==> src/rtl/ram_write_control_pkg.sv <==
// ----------------------------------------------------------------------------
// ram_ctrl_pkg
// Shared constants for the VG8020 RAM write-enable decoder.
//   STROBE_ACTIVE : asserted level of the buffered bus strobes (active low).
//   DEF_CNT_W     : default width of the write-event counter.
// Optional build macro used by the decoder: RAM_WE_REGISTERED_EN.
// ----------------------------------------------------------------------------
package ram_ctrl_pkg;

  localparam logic STROBE_ACTIVE = 1'b0;
  localparam int   DEF_CNT_W     = 16;

endpackage : ram_ctrl_pkg

==> src/rtl/ram_write_control_if.sv <==
// ----------------------------------------------------------------------------
// ram_write_control_if
// Strobe and monitor signals between the CPU bus buffers and the RAM control.
//   nrdd     : buffered read strobe, active low      (master -> slave)
//   nmreqd   : buffered memory request, active low   (master -> slave)
//   nwe      : decoded RAM write-enable              (slave -> master)
//   we_rise  : one-cycle pulse on an nwe 0->1 edge   (slave -> master)
//   we_count : number of nwe 0->1 edges since reset  (slave -> master)
// ----------------------------------------------------------------------------
interface ram_write_control_if #(
  parameter int CNT_W = ram_ctrl_pkg::DEF_CNT_W
);

  logic             nrdd;
  logic             nmreqd;
  logic             nwe;
  logic             we_rise;
  logic [CNT_W-1:0] we_count;

  modport master (
    output nrdd,
    output nmreqd,
    input  nwe,
    input  we_rise,
    input  we_count
  );

  modport slave (
    input  nrdd,
    input  nmreqd,
    output nwe,
    output we_rise,
    output we_count
  );

endinterface : ram_write_control_if

==> src/rtl/ram_write_control_edge_counter.sv <==
// ----------------------------------------------------------------------------
// ram_edge_counter
// Registered rising-edge detector with a wrapping event counter.
//   clk     : system clock
//   rst     : synchronous, active-high reset
//   level_i : level being monitored
//   rise_o  : registered one-cycle pulse when level_i goes 0->1
//   count_o : number of detected rising edges, wraps modulo 2^CNT_W
// ----------------------------------------------------------------------------
module ram_edge_counter
  import ram_ctrl_pkg::*;
#(
  parameter int CNT_W = DEF_CNT_W
) (
  input  logic             clk,
  input  logic             rst,
  input  logic             level_i,
  output logic             rise_o,
  output logic [CNT_W-1:0] count_o
);

  logic             level_q;
  logic             rise_d;
  logic             rise_q;
  logic [CNT_W-1:0] count_d;
  logic [CNT_W-1:0] count_q;

  // Edge detect against the previous sample and next counter value.
  always_comb begin
    rise_d = level_i & ~level_q;
    if (rise_d) begin
      count_d = count_q + CNT_W'(1);
    end else begin
      count_d = count_q;
    end
  end

  // Monitor state; reset wins over a coincident edge so it is never counted.
  always_ff @(posedge clk) begin
    if (rst) begin
      level_q <= 1'b0;
      rise_q  <= 1'b0;
      count_q <= '0;
    end else begin
      level_q <= level_i;
      rise_q  <= rise_d;
      count_q <= count_d;
    end
  end

  assign rise_o  = rise_q;
  assign count_o = count_q;

endmodule : ram_edge_counter

==> src/rtl/ram_write_control.sv <==
// ----------------------------------------------------------------------------
// ram_write_control
// RAM write-enable decoder: nwe is asserted only while both buffered strobes
// are at their active (low) level. A clocked monitor reports nwe rising edges.
//   clk : system clock (monitor, and the optional output register)
//   rst : synchronous, active-high reset; never gates the combinational decode
//   bus : ram_write_control_if.slave (nrdd, nmreqd in; nwe, we_rise, we_count out)
// Build macro RAM_WE_REGISTERED_EN: when defined, nwe is taken from a
// flip-flop (one cycle of latency, reset to 0); otherwise nwe is combinational.
// ----------------------------------------------------------------------------
module ram_write_control
  import ram_ctrl_pkg::*;
#(
  parameter int CNT_W = DEF_CNT_W
) (
  input  logic                      clk,
  input  logic                      rst,
  ram_write_control_if.slave        bus
);

  logic nwe_d;
  logic nwe_s;

  // Equality compares keep X/Z on a strobe visible on nwe instead of masking it.
  assign nwe_d = (bus.nrdd == STROBE_ACTIVE) & (bus.nmreqd == STROBE_ACTIVE);

`ifdef RAM_WE_REGISTERED_EN
  logic nwe_q;

  // Optional output register on the write-enable line.
  always_ff @(posedge clk) begin
    if (rst) begin
      nwe_q <= 1'b0;
    end else begin
      nwe_q <= nwe_d;
    end
  end

  assign nwe_s = nwe_q;
`else
  assign nwe_s = nwe_d;
`endif

  assign bus.nwe = nwe_s;

  // The monitor always watches the value actually driven on nwe.
  ram_edge_counter #(
    .CNT_W (CNT_W)
  ) u_edge_counter (
    .clk     (clk),
    .rst     (rst),
    .level_i (nwe_s),
    .rise_o  (bus.we_rise),
    .count_o (bus.we_count)
  );

endmodule : ram_write_control

==> src/flat_wrapper.sv <==
// flat-port wrapper written by rule: the top's interface ports become plain ports
module ram_write_control_flat import ram_ctrl_pkg::*;
#(
  parameter int CNT_W = DEF_CNT_W
)
  (clk, rst, bus_nrdd, bus_nmreqd, bus_nwe, bus_we_rise, bus_we_count);
  ram_write_control_if #(.CNT_W(CNT_W)) bus_i ();
  input  logic clk;
  input  logic rst;
  input wire logic [$bits(bus_i.nrdd)-1:0] bus_nrdd;
  input wire logic [$bits(bus_i.nmreqd)-1:0] bus_nmreqd;
  output wire logic [$bits(bus_i.nwe)-1:0] bus_nwe;
  output wire logic [$bits(bus_i.we_rise)-1:0] bus_we_rise;
  output wire logic [$bits(bus_i.we_count)-1:0] bus_we_count;
  assign bus_i.nrdd = bus_nrdd;
  assign bus_i.nmreqd = bus_nmreqd;
  assign bus_nwe = bus_i.nwe;
  assign bus_we_rise = bus_i.we_rise;
  assign bus_we_count = bus_i.we_count;
  ram_write_control #(.CNT_W(CNT_W)) u_core (.clk(clk), .rst(rst), .bus(bus_i));
endmodule
==> config.mk <==
export PLATFORM = sky130hd
export DESIGN_NAME = ram_write_control_flat
export DESIGN_NICKNAME = d
export VERILOG_FILES = /design/src/rtl/ram_write_control_pkg.sv /design/src/rtl/ram_write_control_if.sv /design/src/rtl/ram_write_control_edge_counter.sv /design/src/rtl/ram_write_control.sv /design/src/flat_wrapper.sv
export SDC_FILE = /design/constraint.sdc
export NUM_CORES = 1
export LEC_CHECK = 0
export CORE_MARGIN = 1
export CORE_UTILIZATION = 38
export DETAILED_ROUTE_END_ITERATION = 6
export PLACE_DENSITY = 0.72
export SLEW_MARGIN = 15
export SYNTH_ARGS = -nofsm -noshare
export SYNTH_HDL_FRONTEND = slang
export SYNTH_SLANG_ARGS = --single-unit
==> constraint.sdc <==
create_clock -name clk -period 2 [get_ports clk]
set_input_delay 0.3 -clock clk [delete_from_list [all_inputs] [get_ports clk]]
set_output_delay 0.3 -clock clk [all_outputs]
set_load 0.01 [all_outputs]
==> summary.txt, run 1 <==
Run status
  • Status: finished, final reports clean

Routing
  • DR WL/cell: 11.5 um
  • Initial DRC Count: 5
  • DR vias/cell: between 4 and 5
  • Routed vias: between 700 and 800
  • DRC Markers: 0
  • DR pass1 iterations: 4
  • Final WL: around 1700 um
  • Antenna Violating Nets Remaining: 0

Power and ir drop
  • Leak: ~0.38 nW
  • PD cells: 556 nW/um^2
  • Sw power: about 0.13 mW
  • Int Pwr: slightly below 0.5 mW
  • Sequential power share: about three fifths
  • Power share of the clock group: between 30% and 40%
  • Maximum vdd ir drop: about 370 uV
  • Combinational share of power: between 5 and 6%
  • Sw Ratio: between 20% and 30%
  • Pwr Total: around 0.62 mW

Finish
  • Share of layout cells above drive strength 1: between 15 and 20%
  • # diodes: 0
  • P&R area growth vs syn: 45.9%
  • Final core occ: 62.2%
  • Final nets: roughly 130

GRT
  • Vias in the first global route: 614
  • Initial antenna violation count: 0
  • Gr ovfl total: 0
  • Pin count of the biggest net entering global routing: 19
  • GRT Util Overall: between 10% and 20%
  • First-pass GRT wire length: 2590 um

Setup path
  • CP max FO: 5
  • Kind of critical path: reg -> reg
  • Worst Path Required: approximately 2200 ps
  • Worst setup EP type: flip-flop
  • CP Launch Type: flip-flop
  • WP data arrival: approximately 2100 ps

Logic synthesis
  • Largest area contributor in the netlist: dfxtp_1
  • Yosys reg bits: 18
  • Netlist cell types: 23
  • Top cells by area, synth: dfxtp_1 (47%), xnor2_1 (6.8%), nor2_1 (5.9%)
  • Synth top area share: 46.9%
  • Post-Syn Nets: 94
  • Synth warn: 0
  • Sequential area share after synthesis: between 40% and 50%
  • Mapped Area: approximately 770 sq um
  • Syn avg cell area: ~8.6 sq um
  • Synthesized instance count: 89

Timing
  • Period utilization: between 90% and 100%
  • Final setup violation count: 0
  • Count of final hold-check violations: 0
  • Least-Margin Pin Slew: roughly 650 ps
  • Peak Freq: approximately 0.53 GHz
  • Worst slew margin: a little under three fifths
  • Minimum clock period: 1880 ps
  • Setup TNS Final: 0 ps
  • Clock Skews: approximately 1.3 ps
  • RSZ-0062 raised after global routing: false
  • Setup ws final: approximately 120 ps
  • WHS: 432 ps
  • Final slew viol count: 0

Hold path
  • Hold WC Path Type: in -> reg

Clock network
  • Worst-path clk slew: about 100 ps
  • CTS buffer count: 3
  • Clk Latency, worst-skew pair: 290 ps
  • Clk root buf: clkbuf_4
  • H-tree levels: 1
  • CTS Buffer Depth: 2
  • Clock sink count: 18
  • CTS tree: yes
  • Hold-fix buffers at CTS: 0

Die
  • Initial Util: 42.6%
  • Full die area: ~2200 sq um
  • # rows: 15
  • Die Y: between 40 and 50 um
  • Core area: around 1800 sq um
  • Die span in x: around 47 um
  • I/O pin count: 22

Run
  • Max-Cap Viols: 0

Placement
  • Place WS: -444 ps
  • Count of input and output buffers: 21
  • GPL Wtd Cong: approximately 0.71
  • HPWL after DPL: 1190 um
## through the flow
step | area, sq um | cells
floorplan | 768 | 89
global placement | 1060 | 140
detailed placement | 1060 | 140
CTS | 1120 | 146
global route | 1120 | 146
finish | 1120 | 146
## registers in the layout (all words and copies together) (netlist names)
signal / count
u_core.u_edge_counter.rise_o: 1
u_core.u_edge_counter.count_o: 16
u_core.u_edge_counter.level_q: 1
## placed cells by master, fill, tap and decap left out, drive strengths merged, types with 4 or more instances in the layout
master / n
buf: 10
clkdlybuf4s50: 19
nor3: 5
nor2: 12
or3: 4
dfxtp: 18
o21ai: 5
nand2: 9
xnor2: 6
a21oi: 5
clkbuf: 4
xor2: 4
## cell type report
cell class	instances	area (sq um)
Multi-Input combinational cell	66	399
Tap cell	25	31.3
Fill cell	176	681
Timing Repair Buffer	31	287
Inverter	2	7.51
Sequential cell	18	360
Clock buffer	4	36.3
## Yosys cell counts
cell type,instances
dfxtp_1,18
nor2_1,12
nand2_1,9
xnor2_1,6
a21oi_1,5
nor3_1,5
o21ai_0,5
or3_1,4
xor2_1,4
nand3_1,3
nor4_1,3
clkbuf_1,2
inv_1,2
nand4b_1,2
and3_1,1
buf_2,1
ha_1,1
mux2i_1,1
nand4_1,1
or2_2,1
or4_1,1
or4_4,1
or4b_1,1
## worst max-delay path, stage by stage (launching register included)
cell and delay, ps:
dfxtp_1 340, or4b_4 500, or4_4 520, or3_1 320
a21oi_1 130
## cells by family after synthesis
logic type | after synthesis | share of synthesized area (%)
AND/OR/NAND/NOR | 44 | 29.6
flip-flops | 18 | 46.9
AO/OA/AOI/OAI | 10 | 6.51
XOR/XNOR | 10 | 11.4
buffers and inverters | 5 | 2.61
multiplexers | 1 | 1.30
adder cells (fa/ha/maj) | 1 | 1.63
## metal layers
layer	vias up	GRT usage [%]	part of all wire (%)	wire length (um)
met5	-	0	0	0
met4	0	6.86	0.65	11
met3	4	3.46	3.7	62
met2	17	26.4	47	785
met1	336	21.8	49	824
li1	372	-	-	-
## power groups by stage
stage	Combinational (mW)	Clock [mW]	Sequential, mW
after floorplan	0.0134	0	0.376
after global placement	0.0355	0	0.375
after detailed placement	0.0366	0	0.375
after CTS	0.0354	0.226	0.367
after global routing	0.0394	0.240	0.367
final	0.0352	0.220	0.367
## path summary, 6_finish.rpt
kind                                                 start                                        endpoint  slack (ps)  depth (start not counted)
setup / recovery  u_core.u_edge_counter.level_q$_SDFF_PP0_  u_core.u_edge_counter.count_o[15]$_SDFFE_PP0P_         120                          4
hold / removal                                    bus_nrdd        u_core.u_edge_counter.level_q$_SDFF_PP0_         430                          3
setup reg to reg  u_core.u_edge_counter.level_q$_SDFF_PP0_  u_core.u_edge_counter.count_o[15]$_SDFFE_PP0P_         120                          4
hold reg to reg   u_core.u_edge_counter.level_q$_SDFF_PP0_         u_core.u_edge_counter.rise_o$_SDFF_PP0_         480                          1
## timing repair
action                     CTS  global route
setup endpoints to repair    5             0
setup buffers                2             0
gates resized for setup      8             0
No activity file was read; power rests on OpenSTA's default activity.
==> inputs of run 2 (changes only) <==
--- a/config.mk
+++ b/config.mk
@@ -6,10 +6,9 @@
 export NUM_CORES = 1
 export LEC_CHECK = 0
 export CORE_MARGIN = 1
-export CORE_UTILIZATION = 38
+export CORE_UTILIZATION = 40
 export DETAILED_ROUTE_END_ITERATION = 6
-export PLACE_DENSITY = 0.72
-export SLEW_MARGIN = 15
+export PLACE_DENSITY = 0.75
 export SYNTH_ARGS = -nofsm -noshare
 export SYNTH_HDL_FRONTEND = slang
 export SYNTH_SLANG_ARGS = --single-unit
==> run 2 against run 1 <==
Via count fell by 3.7%. Clock skew barely moved. Count of clock-buffer cells in the layout did not move. Utilization barely moved. Combinational power fell by 3%. Routed wire length fell by 6.5%. Die area fell by 4.8%. Critical path depth did not move. Worst setup slack got worse by 20 ps. Register-to-register slack got worse by 20 ps. Final area fell by 2.0%. Critical path type unchanged. Critical endpoint is now u_core.u_edge_counter.count_o[13]$_SDFFE_PP0P_. Largest cell class unchanged.
==> summary.txt, run 2 (synthesis results as in run 1) <==
Run status
  • Status: finished, final reports clean

Die
  • I/O pin count: 22 (unchanged)
  • Core area: 1760 sq um (-2.1%)
  • Die span in x: 45.8 um (-2.4%)
  • # rows: 15 (unchanged)
  • Initial Util: 43.5% (+0.91 points)
  • Die Y: 45.8 um (-2.4%)
  • Full die area: 2100 sq um (-4.8%)

Finish
  • # diodes: 0 (unchanged)
  • Max reg flops: 16 (unchanged)
  • Final cell count without fillers: 143 (-2.1%)
  • Share of layout cells above drive strength 1: 13.6% (-2.1 points)
  • Final nets: 124 (-2.4%)
  • Most frequent cells in the layout: clkdlybuf4s50_1 (19), dfxtp_1 (18), nor2_1 (12)
  • Filler cells: 177 (+0.57%)
  • P&R area growth vs syn: 43.0%
  • Commonest non-fill, non-tap cell in the layout: clkdlybuf4s50_1

Timing
  • Period utilization: 95.2% (+0.99 points)
  • Count of final hold-check violations: 0 (unchanged)
  • Least-Margin Pin Slew: 646 ps (-3.27 ps)
  • Final setup violation count: 0 (unchanged)
  • Peak Freq: 0.525 GHz (-1.0%)
  • Setup TNS Final: 0 ps (unchanged)
  • Final slew viol count: 0 (unchanged)
  • Worst slew margin: 56.8% (+0.22 points)
  • Clock Skews: 0.864 ps (-0.449 ps)
  • RSZ-0062 raised after global routing: false
  • WHS: 417 ps (-14.9 ps)
  • Minimum clock period: 1900 ps (+19.9 ps)

Clock network
  • CTS Buffer Depth: 2 (unchanged)
  • Clock sink count: 18 (unchanged)
  • CTS buffer count: 3 (unchanged)
  • Post-CTS Setup Inserts: 0 (-2)
  • Clk root buf: clkbuf_4
  • CTS tree: yes
  • H-tree levels: 1 (unchanged)
  • Clk Latency, worst-skew pair: 290 ps (about the same)
  • Worst-path clk slew: 100 ps (about the same)

Power and ir drop
  • Maximum vdd ir drop: 383 uV (+4.8%)
  • Pwr Total: 0.624 mW (+0.12%)
  • PD cells: 568 nW/um^2 (+2.2%)
  • Leak: 0.363 nW (-3.6%)

Placement
  • Placed Cells: 139 (-0.71%)
  • Count of input and output buffers: 21 (unchanged)
  • GPL Wtd Cong: 0.727 (+3.0%)
  • HPWL after DPL: 1110 um (-6.7%)

Routing
  • Final WL: 1570 um (-6.5%)
  • DR WL/cell: 11.0 um (-4.6%)
  • DR vias/cell: 4.91 (-1.7%)
  • DR WL met2: 738 um (-6.0%)
  • DR pass1 iterations: 4 (unchanged)
  • Antenna Violating Nets Remaining: 0 (unchanged)
  • Top layer in use: met4
  • DRC Markers: 0 (unchanged)
  • Initial DRC Count: 6 (+1)
  • Met1 Routed Length: 749 um (-9.1%)
  • Met3 wire len: 61 um (-1.6%)
  • Routed vias: 702 (-3.7%)

Setup path
  • CP Buf/Inv Count: 0 (unchanged)
  • Slowest cell on the critical path: or4_4
  • CP max FO: 5 (unchanged)
  • Critical Path, Cell by Cell: or4b_4 > or4_4 > or3_1 > a21oi_1
  • Kind of critical path: reg -> reg
  • Worst setup EP type: flip-flop
  • CP top delay family: simple AND/OR/NAND/NOR gates
  • CP Launch Type: flip-flop
  • CP peak stage delay: 520 ps (about the same)
  • Worst Path Required: 2220 ps (about the same)
  • WP data arrival: 2120 ps (+20 ps)

GRT
  • Initial antenna violation count: 0 (unchanged)
  • Vias in the first global route: 651 (+6.0%)
  • Pin count of the biggest net entering global routing: 19 (unchanged)
  • First-pass GRT wire length: 2700 um (+4.5%)
  • GRT Util Overall: 18.2% (+1.6 points)
  • Gr ovfl total: 0 (unchanged)

Hold path
  • Hold WC Path Type: in -> reg

Run
  • Max-Cap Viols: 0 (unchanged)
## run 2: cell types whose count changed in the layout (fill, tap and decap cells not counted)
cell | previous run | this run
buf_4 | 9 | 6
## run 2: where the power goes
part / total, mW / switching (mW) / internal, mW
Sequential: 0.367 / 0.00431 / 0.362
Combinational: 0.0343 / 0.0160 / 0.0184
Clock: 0.222 / 0.112 / 0.111
## run 2: area by class of cell
class / count / area, sq um / share of cell area (%)
Multi-Input combinational cell: 66 / 399 / 36.3
Sequential cell: 18 / 360 / 32.8
Timing Repair Buffer: 28 / 264 / 24.0
Clock buffer: 4 / 36.3 / 3.30
Tap cell: 25 / 31.3 / 2.85
Inverter: 2 / 7.51 / 0.683
## run 2: timing repair
item / 4_1_cts / 5_1_grt
hold buffers: 0 / 0
setup endpoints to repair: 4 / 0
endpoints found under the hold margin: 0 / 0
resized for setup: 8 / 0
## run 2: path summary, 6_finish.rpt
path / start / end / slack [ps] / depth (start not counted)
setup / recovery: u_core.u_edge_counter.level_q$_SDFF_PP0_ / u_core.u_edge_counter.count_o[13]$_SDFFE_PP0P_ / 100 / 4
hold / removal: bus_nrdd / u_core.u_edge_counter.level_q$_SDFF_PP0_ / 420 / 3
setup reg to reg: u_core.u_edge_counter.level_q$_SDFF_PP0_ / u_core.u_edge_counter.count_o[13]$_SDFFE_PP0P_ / 100 / 4
hold reg to reg: u_core.u_edge_counter.level_q$_SDFF_PP0_ / u_core.u_edge_counter.rise_o$_SDFF_PP0_ / 460 / 1
## run 2: worst register-to-register path, delay by kind of cell (launching register included)
family / cells / cell delay, ps
and+or+nand+nor: 3 / 1370
DFF: 1 / 340
AOI/OAI and AO/OA: 1 / 120
## run 2: metal layers
| metal | GRT usage [%] | vias to the layer above |
|---|---|---|
| met5 | 0 | - |
| met4 | 10.6 | 0 |
| li1 | - | 365 |
| met3 | 3.57 | 4 |
| met1 | 22.5 | 318 |
| met2 | 29.1 | 15 |
## run 2: metrics by stage
| step | setup WS (ps) | util [%] | area (sq um) |
|---|---|---|---|
| 2_1_floorplan | 63.8 | - | 768 |
| 3_3_place_gp | -389 | 59.5 | 1050 |
| 3_5_place_dp | -452 | 59.5 | 1050 |
| 4_1_cts | 102 | 62.3 | 1100 |
| 5_1_grt | 9.05 | 62.3 | 1100 |
| 6_report | 95.7 | 62.3 | 1100 |
